[src/rtl/lane_background.sv]
// ---------------------------------------------------------------------------
// lane_background
//   Two-stage pipelined background renderer for the Frogger playfield.
//   Each visible pixel is mapped to a 12-bit RGB colour from a vertical stack
//   of lanes. The lanes are, from top to bottom:
//     - goal grass
//     - river lanes
//     - median grass
//     - road lanes
//     - start grass
//   River and road lanes carry a stripe pattern that scrolls once per frame.
//   Each of these lanes has its own scroll period and direction.
//
//   Optional feature macro: LANE_BG_SCROLL_EN
//     defined   : per-lane offset/frame counters are built; frame_tick and
//                 pause control scrolling.
//     undefined : offsets are constant zero, so the patterns are static.
//                 frame_tick and pause are ignored.
//
// Ports
//   clk        in  1   pixel clock
//   reset      in  1   asynchronous, active-high reset
//   on         in  1   video-active flag from the VGA timing block
//   x          in  10  pixel column
//   y          in  10  pixel row
//   frame_tick in  1   one-cycle pulse per frame (start of vblank)
//   pause      in  1   freezes all scrolling while high
//   rgb        out 12  registered colour, 2 cycles after x/y/on are sampled
// ---------------------------------------------------------------------------
module lane_background #(
  parameter int H_RES        = 640,
  parameter int V_RES        = 480,
  parameter int LANE_SHIFT   = 5,
  parameter int RIVER_LANES  = 6,
  parameter int ROAD_LANES   = 6,
  parameter int STRIPE_SHIFT = 5
) (
  input  logic        clk,
  input  logic        reset,
  input  logic        on,
  input  logic [9:0]  x,
  input  logic [9:0]  y,
  input  logic        frame_tick,
  input  logic        pause,
  output logic [11:0] rgb
);

  localparam int NUM_LANES = RIVER_LANES + ROAD_LANES + 3;
  localparam int NSCR      = RIVER_LANES + ROAD_LANES;
  localparam int LW        = 10 - LANE_SHIFT;
  localparam int JW        = (NSCR > 1) ? $clog2(NSCR) : 1;

  localparam logic [11:0] GREEN      = 12'h0F0;
  localparam logic [11:0] BLACK      = 12'h000;
  localparam logic [11:0] BLUE       = 12'h00F;
  localparam logic [11:0] LIGHT_BLUE = 12'h08F;
  localparam logic [11:0] WHITE      = 12'hFFF;

  // Lane boundaries, expressed as lane indices.
  localparam logic [LW-1:0] L_RIVER_LAST = LW'(RIVER_LANES);
  localparam logic [LW-1:0] L_MEDIAN     = LW'(RIVER_LANES + 1);
  localparam logic [LW-1:0] L_ROAD_FIRST = LW'(RIVER_LANES + 2);
  localparam logic [LW-1:0] L_ROAD_LAST  = LW'(RIVER_LANES + ROAD_LANES + 1);
  localparam logic [LW-1:0] L_START      = LW'(NUM_LANES - 1);
  localparam logic [LW-1:0] L_END        = LW'(NUM_LANES);

  // The bottom two rows of a road lane carry the dash line.
  localparam logic [LANE_SHIFT-1:0] DASH_ROW = LANE_SHIFT'((1 << LANE_SHIFT) - 2);

  // Current scroll offset of every scrolling lane.
  // Scroll index j maps to lanes as follows:
  //   river lanes: j = L-1
  //   road lanes : j = L-2
  logic [STRIPE_SHIFT-1:0] off_val [NSCR];

  genvar gi;

`ifdef LANE_BG_SCROLL_EN
  generate
    for (gi = 0; gi < NSCR; gi++) begin : g_scroll
      localparam int PERIOD   = (gi % 3) + 1;
      localparam int LANE_IDX = (gi < RIVER_LANES) ? gi + 1 : gi + 2;
      // Odd lanes scroll by incrementing the offset.
      // Even lanes scroll by decrementing it.
      localparam bit INC      = (LANE_IDX % 2) == 1;

      logic [STRIPE_SHIFT-1:0] off_reg;
      logic [1:0]              fc_reg;

      always_ff @(posedge clk or posedge reset) begin
        if (reset) begin
          off_reg <= '0;
          fc_reg  <= '0;
        end else if (frame_tick && !pause) begin
          if (fc_reg == 2'(PERIOD - 1)) begin
            fc_reg  <= '0;
            off_reg <= INC ? off_reg + STRIPE_SHIFT'(1) : off_reg - STRIPE_SHIFT'(1);
          end else begin
            fc_reg <= fc_reg + 2'd1;
          end
        end
      end

      assign off_val[gi] = off_reg;
    end
  endgenerate
`else
  generate
    for (gi = 0; gi < NSCR; gi++) begin : g_static
      assign off_val[gi] = '0;
    end
  endgenerate

  logic unused_scroll_inputs;
  assign unused_scroll_inputs = &{1'b0, frame_tick, pause};
`endif

  // ---------------- stage 1: decode coordinate ----------------
  logic [LW-1:0]           lane_next;
  logic [LANE_SHIFT-1:0]   row_next;
  logic [JW-1:0]           scroll_idx;
  logic [STRIPE_SHIFT-1:0] sx_next;
  logic                    in_range_next;

  always_comb begin
    lane_next  = y[9:LANE_SHIFT];
    row_next   = y[LANE_SHIFT-1:0];
    scroll_idx = '0;
    if (lane_next >= LW'(1) && lane_next <= L_RIVER_LAST)
      scroll_idx = JW'(lane_next - LW'(1));
    else if (lane_next >= L_ROAD_FIRST && lane_next <= L_ROAD_LAST)
      scroll_idx = JW'(lane_next - LW'(2));
    // Uses the offset before any same-edge update, so a coincident tick
    // only affects later pixels.
    sx_next       = x[STRIPE_SHIFT-1:0] + off_val[scroll_idx];
    in_range_next = (x < 10'(H_RES)) && (y < 10'(V_RES)) && (lane_next < L_END);
  end

  logic [LW-1:0]         lane_reg;
  logic [LANE_SHIFT-1:0] row_reg;
  logic                  s_reg;       // only the stripe bit of sx is consumed
  logic                  in_range_reg;
  logic                  on_reg;

  always_ff @(posedge clk or posedge reset) begin
    if (reset) begin
      lane_reg     <= '0;
      row_reg      <= '0;
      s_reg        <= 1'b0;
      in_range_reg <= 1'b0;
      on_reg       <= 1'b0;
    end else begin
      lane_reg     <= lane_next;
      row_reg      <= row_next;
      s_reg        <= sx_next[STRIPE_SHIFT-1];
      in_range_reg <= in_range_next;
      on_reg       <= on;
    end
  end

  // ---------------- stage 2: colour lookup ----------------
  logic [11:0] rgb_next;
  logic [11:0] rgb_reg;

  always_comb begin
    rgb_next = BLACK;
    if (on_reg && in_range_reg) begin
      if (lane_reg == '0 || lane_reg == L_MEDIAN || lane_reg == L_START)
        rgb_next = GREEN;
      else if (lane_reg <= L_RIVER_LAST)
        rgb_next = s_reg ? LIGHT_BLUE : BLUE;
      // The remaining in-range lanes are road lanes.
      // The last road lane borders the start grass and has no dash line.
      else if (lane_reg != L_ROAD_LAST && row_reg >= DASH_ROW)
        rgb_next = s_reg ? BLACK : WHITE;
      else
        rgb_next = BLACK;
    end
  end

  always_ff @(posedge clk or posedge reset) begin
    if (reset) rgb_reg <= BLACK;
    else       rgb_reg <= rgb_next;
  end

  assign rgb = rgb_reg;

endmodule

[config.mk]
export PLATFORM = sky130hd
export DESIGN_NAME = lane_background
export DESIGN_NICKNAME = d
export VERILOG_FILES = /design/src/rtl/lane_background.sv
export SDC_FILE = /design/constraint.sdc
export NUM_CORES = 1
export LEC_CHECK = 0
export ABC_AREA = 1
export CORE_MARGIN = 2
export CORE_UTILIZATION = 38
export DETAILED_ROUTE_END_ITERATION = 6
export PLACE_DENSITY = 0.78
export SYNTH_ARGS = -nofsm -noshare
export SYNTH_HDL_FRONTEND = slang
export SYNTH_SLANG_ARGS = --single-unit
[constraint.sdc]
create_clock -name clk -period 1.95 [get_ports clk]
set_input_delay 0.39 -clock clk [delete_from_list [all_inputs] [get_ports clk]]
set_output_delay 0.39 -clock clk [all_outputs]
set_load 0.01 [all_outputs]
---- Word level (Yosys, flattened, before mapping) ----
Memories as Yosys holds them, arrays and structs flattened.
Cells that the tools add are included.
Widths: inputs -> output; s select.
storage, ports and cells
  register bits after elaboration ......... 25
  latch bits .............................. 0
  memory bits (writable) .................. 0
  memory bits (read-only) ................. 80
  input port bits ......................... 25
  output and inout port bits .............. 12
  word-level logic and storage cells ...... 43
  memories ................................ 1
memories
  memory            depth  bits a word  read ports  clocked after memory_dff  write ports  line  text
  (name not given)  16     5            1           0                         0            135   sx_next = x[STRIPE_SHIFT-1:0] + off_val[scroll_idx];
operators by class
  $add $sub $neg .......................... 3
  $mul .................................... 0
  div/mod/pow operators ................... 0
  $lt $le $gt $ge ......................... 10
  equal/unequal tests ..................... 3
  shift-type cells ........................ 0
  mux-type cells .......................... 10
  bitwise gates (word level) .............. 1
  reduce and logical (&&, ||, !) cells .... 9
operator list
  operator              count
  $mux 12               5
  $ge 5x5->1 const B    2
  $le 5x3->1 const B    2
  $lt 10x10->1 const B  1
  $lt 10x9->1 const B   1
  $mux 5                2
  $mux 4                2
  $mux 8                1
  $logic_and 1x1->1     6
  $add 5x5->5           1
  $eq 5x3->1 const B    1
  $eq 5x4->1 const B    1
  $ge 5x1->1 const B    1
  $ge 5x4->1 const B    1
  $le 5x4->1 const B    1
  $logic_not 5->1       1
  $lt 5x4->1 const B    1
  $ne 5x4->1 const B    1
  $not 4->5             1
  $sub 4x1->4 const B   1
  $sub 4x2->4 const B   1
  $logic_or 1x1->1      2

---- Longest topological paths before layout ----
  word-level depth ........................ 9
  depth in mapped cells ................... 9
  gate-level depth less buffers ........... 9

---- Least setup slack after synthesis ----
OpenSTA, ideal clock, no wires.
  kind .................................... reg-to-output
  from .................................... register rgb_reg[10], in the netlist rgb[10]
  to ...................................... output port rgb[10]
  arrival ................................. 566 ps
  data required time ...................... 1560 ps
  slack ................................... 994 ps
  cell stages (with the launch flop) ...... 2
  buffers on the path ..................... 1
  path through ............................ dfrtp_1 buf_4
RTL lines
  item                    line  text
  from (decl)             163   logic [11:0] rgb_reg;
  from (signal assigned)  183   else rgb_reg <= rgb_next;
  to (decl)               45    output logic [11:0] rgb
No word-level cell between the ends.

==> impl_results.html <==
<table>
<tr><th>Metric</th><th>Value</th></tr>
<tr><th colspan="2">Status</th></tr>
<tr><td>Status</td><td>finished clean</td></tr>
<tr><th colspan="2">Setup path</th></tr>
<tr><td>Cell-by-cell trace of the critical path</td><td>clkdlybuf4s50_1</td></tr>
<tr><td>Worst R2R Start</td><td>lane_reg[3]</td></tr>
<tr><td>Standard cell with the maximum stage delay on the critical path</td><td>clkdlybuf4s50_1</td></tr>
<tr><td>CP required</td><td>1.56 ns</td></tr>
<tr><td>Startpoint kind of the worst setup timing path</td><td>register</td></tr>
<tr><td>FF-to-FF End</td><td>rgb[7]</td></tr>
<tr><td>Register-to-register setup slack</td><td>0.94 ns</td></tr>
<tr><td>Total buffers and inverters traversed by the critical path</td><td>1</td></tr>
<tr><td>Arrival @ worst endpoint</td><td>1.22 ns</td></tr>
<tr><td>CP delay by family, top</td><td>buffers and inverters</td></tr>
<tr><td>Biggest fanout along the worst timing path</td><td>4</td></tr>
<tr><td>Classification of the worst setup path</td><td>register to output port</td></tr>
<tr><td>Slowest stage delay, CP</td><td>0.56 ns</td></tr>
<tr><td>Cells on worst reg2reg path</td><td>6</td></tr>
<tr><td>Kind of end point of the critical path</td><td>output port</td></tr>
<tr><th colspan="2">Timing</th></tr>
<tr><td>Count of endpoints failing hold in the final timing report</td><td>0</td></tr>
<tr><td>Final setup fails</td><td>0</td></tr>
<tr><td>PnR worst setup slack</td><td>0.340 ns</td></tr>
<tr><td>Clock skew after layout</td><td>0.00287 ns</td></tr>
<tr><td>Unrepaired setup endpoints after global routing</td><td>false</td></tr>
<tr><td>Time the final worst path needs with I/O delays and setup</td><td>1.61 ns</td></tr>
<tr><td>Rel. slew slack</td><td>0.628</td></tr>
<tr><td>Period utilization</td><td>0.826</td></tr>
<tr><td>TNS Setup</td><td>0 ns</td></tr>
<tr><td>Transition time at the pin with the least slew margin</td><td>0.558 ns</td></tr>
<tr><td>Pins Over Slew Limit</td><td>0</td></tr>
<tr><td>Fmax</td><td>621 MHz</td></tr>
<tr><th colspan="2">Final layout</th></tr>
<tr><td>Antenna diode count</td><td>0</td></tr>
<tr><td>Layout Nets</td><td>114</td></tr>
<tr><td>Most frequent cells in the layout</td><td>27 x clkdlybuf4s50_1, 16 x nand2_1, 16 x dfrtp_1</td></tr>
<tr><td>Non-filler instance count after layout</td><td>104</td></tr>
<tr><td>Layout cell share with drive strength beyond 1</td><td>0.0909</td></tr>
<tr><td>Signed area change from the synthesized netlist to the final layout</td><td>41.8%</td></tr>
<tr><td>Layout filler cell count</td><td>137</td></tr>
<tr><td>Flip-flop count of the largest register, all copies and words added</td><td>5</td></tr>
<tr><td>Most frequent standard cell in the layout excluding fill and tap cells</td><td>clkdlybuf4s50_1</td></tr>
<tr><td>Final design instance area without fill</td><td>903 um2</td></tr>
<tr><th colspan="2">Placed design</th></tr>
<tr><td>Post-DP Area</td><td>867 um2</td></tr>
<tr><td>Half-perimeter wire length after detailed placement</td><td>811 um</td></tr>
<tr><td>Pre-CTS setup slack</td><td>0.618 ns</td></tr>
<tr><td>Routability Congestion</td><td>0.688</td></tr>
<tr><td>Placed Instances</td><td>100</td></tr>
<tr><td>IO buf count</td><td>27</td></tr>
<tr><th colspan="2">Logic synthesis</th></tr>
<tr><td>Main combinational cell family by area after synthesis</td><td>simple AND/OR/NAND/NOR gates</td></tr>
<tr><td>Number of standard cells after synthesis</td><td>65</td></tr>
<tr><td>Yosys warning count</td><td>0</td></tr>
<tr><td>Fraction of the mapped netlist area in compound gates</td><td>0.0295</td></tr>
<tr><td>Net count of the mapped netlist</td><td>90</td></tr>
<tr><td>Area share of the largest cell type after synthesis</td><td>0.629</td></tr>
<tr><td>Number of unique standard cell types used by synthesis</td><td>12</td></tr>
<tr><td>Mapped cell area</td><td>637 um2</td></tr>
<tr><td>Xor/xnor share of the synthesized area</td><td>0</td></tr>
<tr><td>Share of synthesized cell area in and, or, nand and nor gates</td><td>0.189</td></tr>
<tr><td>Adder-cell share of the synthesized area</td><td>0</td></tr>
<tr><td>Post-synthesis area per instance</td><td>9.80 um2</td></tr>
<tr><td>FF+latch count, synth</td><td>16</td></tr>
<tr><td>Sequential-to-total area share from yosys stat</td><td>0.629</td></tr>
<tr><td>Dominant cells by area after synthesis</td><td>dfrtp_1 63%, buf_4 9.4%, nand2_1 9.4%, nor2_1 4.7%, inv_1 3.5%</td></tr>
<tr><td>Cell taking the most area after synthesis</td><td>dfrtp_1</td></tr>
<tr><td>Post-synthesis mux area share</td><td>0</td></tr>
<tr><th colspan="2">CTS</th></tr>
<tr><td>Number of CTS-inserted buffers</td><td>3</td></tr>
<tr><td>Clock-pin slew on the worst setup and hold paths</td><td>0.09 ns</td></tr>
<tr><td>Post-cts repair resize count</td><td>0</td></tr>
<tr><td>H-tree depth reported by CTS</td><td>1</td></tr>
<tr><td>CTS Buffer Depth</td><td>2</td></tr>
<tr><td>Clock latency on the worst-skew pair</td><td>0.27 ns</td></tr>
<tr><td>Root buffer cell</td><td>clkbuf_4</td></tr>
<tr><td>CTS sink cnt</td><td>16</td></tr>
<tr><td>Clock tree from TritonCTS</td><td>yes</td></tr>
<tr><td>Number of buffers inserted for hold repair after clock tree synthesis</td><td>0</td></tr>
<tr><td>Buffers inserted during post-CTS setup optimization</td><td>0</td></tr>
<tr><th colspan="2">Drt</th></tr>
<tr><td>Number of design rule violations left after detail routing</td><td>0</td></tr>
<tr><td>Via density</td><td>4.56</td></tr>
<tr><td>Total length of routed wires</td><td>961 um</td></tr>
<tr><td>1st-iter DRT viols</td><td>3</td></tr>
<tr><td>Antenna-violating nets left</td><td>0</td></tr>
<tr><td>First drt pass iteration count</td><td>4</td></tr>
<tr><td>Via count of the routed design</td><td>474</td></tr>
<tr><td>Routed len/inst</td><td>9.24 um</td></tr>
<tr><th colspan="2">Pwr</th></tr>
<tr><td>Areal power density over the cells</td><td>693 nW/um2</td></tr>
<tr><td>Total chip power</td><td>0.626 mW</td></tr>
<tr><td>Peak ir drop on the vdd network</td><td>0.452 mV</td></tr>
<tr><td>Leakage power figure</td><td>0.427 nW</td></tr>
<tr><th colspan="2">Floorplanning</th></tr>
<tr><td>Placeable core area</td><td>1540 um2</td></tr>
<tr><td>Die area</td><td>2020 um2</td></tr>
<tr><td>Height of the die</td><td>44.9 um</td></tr>
<tr><td>Number of primary I/O pins</td><td>37</td></tr>
<tr><td>Width of the chip</td><td>44.9 um</td></tr>
<tr><td>Number of standard-cell rows in the floorplan</td><td>14</td></tr>
<tr><td>Starting Density</td><td>0.413</td></tr>
<tr><th colspan="2">Run</th></tr>
<tr><td>Max-cap violations</td><td>0</td></tr>
<tr><th colspan="2">Global routing</th></tr>
<tr><td>Largest net degree at the start of global routing</td><td>17</td></tr>
<tr><td>Number of global-route vias before repair</td><td>444</td></tr>
<tr><td>Global router's overall resource usage</td><td>0.118</td></tr>
<tr><td>Gr ovfl total</td><td>0</td></tr>
<tr><td>First-pass GRT wire length</td><td>1650 um</td></tr>
<tr><td>Number of antenna violations at the first check in global routing</td><td>0</td></tr>
<tr><th colspan="2">Min path</th></tr>
<tr><td>Path class of the lowest-slack min-delay path</td><td>input port to asynchronous set/reset pin</td></tr>
</table>
## final cells by class
type | count | area, um2 | area share
Inverter | 9 | 37.5 | 0.0416
Clock buffer | 4 | 36.3 | 0.0402
Tap cell | 16 | 20.0 | 0.0222
Timing Repair Buffer | 27 | 270 | 0.299
Multi-Input combinational cell | 32 | 139 | 0.154
Sequential cell | 16 | 400 | 0.443
## cell families (layout without fill, tap and decap cells)
kind of cell    Yosys count  after routing
buf+inv                  17             40
flops                    16             16
simple gates             29             29
compound gates            3              3
## where the power goes
part / switching [mW] / leakage [nW] / internal, mW
Sequential: 0.00791 / 0.196 / 0.346
Clock: 0.0948 / 0.0210 / 0.113
Combinational: 0.0253 / 0.210 / 0.0395
## cell usage after synthesis
cell	number
o21ai_1	1
a21oi_1	1
a41oi_1	1
buf_4	8
inv_1	6
nand3_2	1
inv_2	2
clkinvlp_4	1
nand2_1	16
nor2_1	8
nand3_1	4
dfrtp_1	16
## worst max path at each step
stage / from / to / slack (ns) / cells after the start
after floorplan: rgb[10] / rgb[10] / 0.99 / 1
after global placement: rgb[10] / rgb[8] / 0.67 / 1
after detailed placement: rgb[3] / rgb[1] / 0.62 / 1
after CTS: rgb[3] / rgb[1] / 0.31 / 1
after global routing: rgb[3] / rgb[0] / 0.27 / 1
final: rgb[3] / rgb[1] / 0.34 / 1
## per-layer routing
layer	vias to the layer above	routed length, um	global-route usage
li1	238	-	-
met1	207	313	0.100
met2	27	555	0.231
met3	2	79	0.0240
met4	0	12	0.0882
met5	-	0	0
## metrics by stage
stage,utilization,hold slack [ns]
finish,0.586,0.453
detailed placement,0.563,0.489
global route,0.586,0.516
floorplan,-,0.304
CTS,0.586,0.469
global placement,0.563,0.496
No activity file was read; power rests on OpenSTA's default activity.
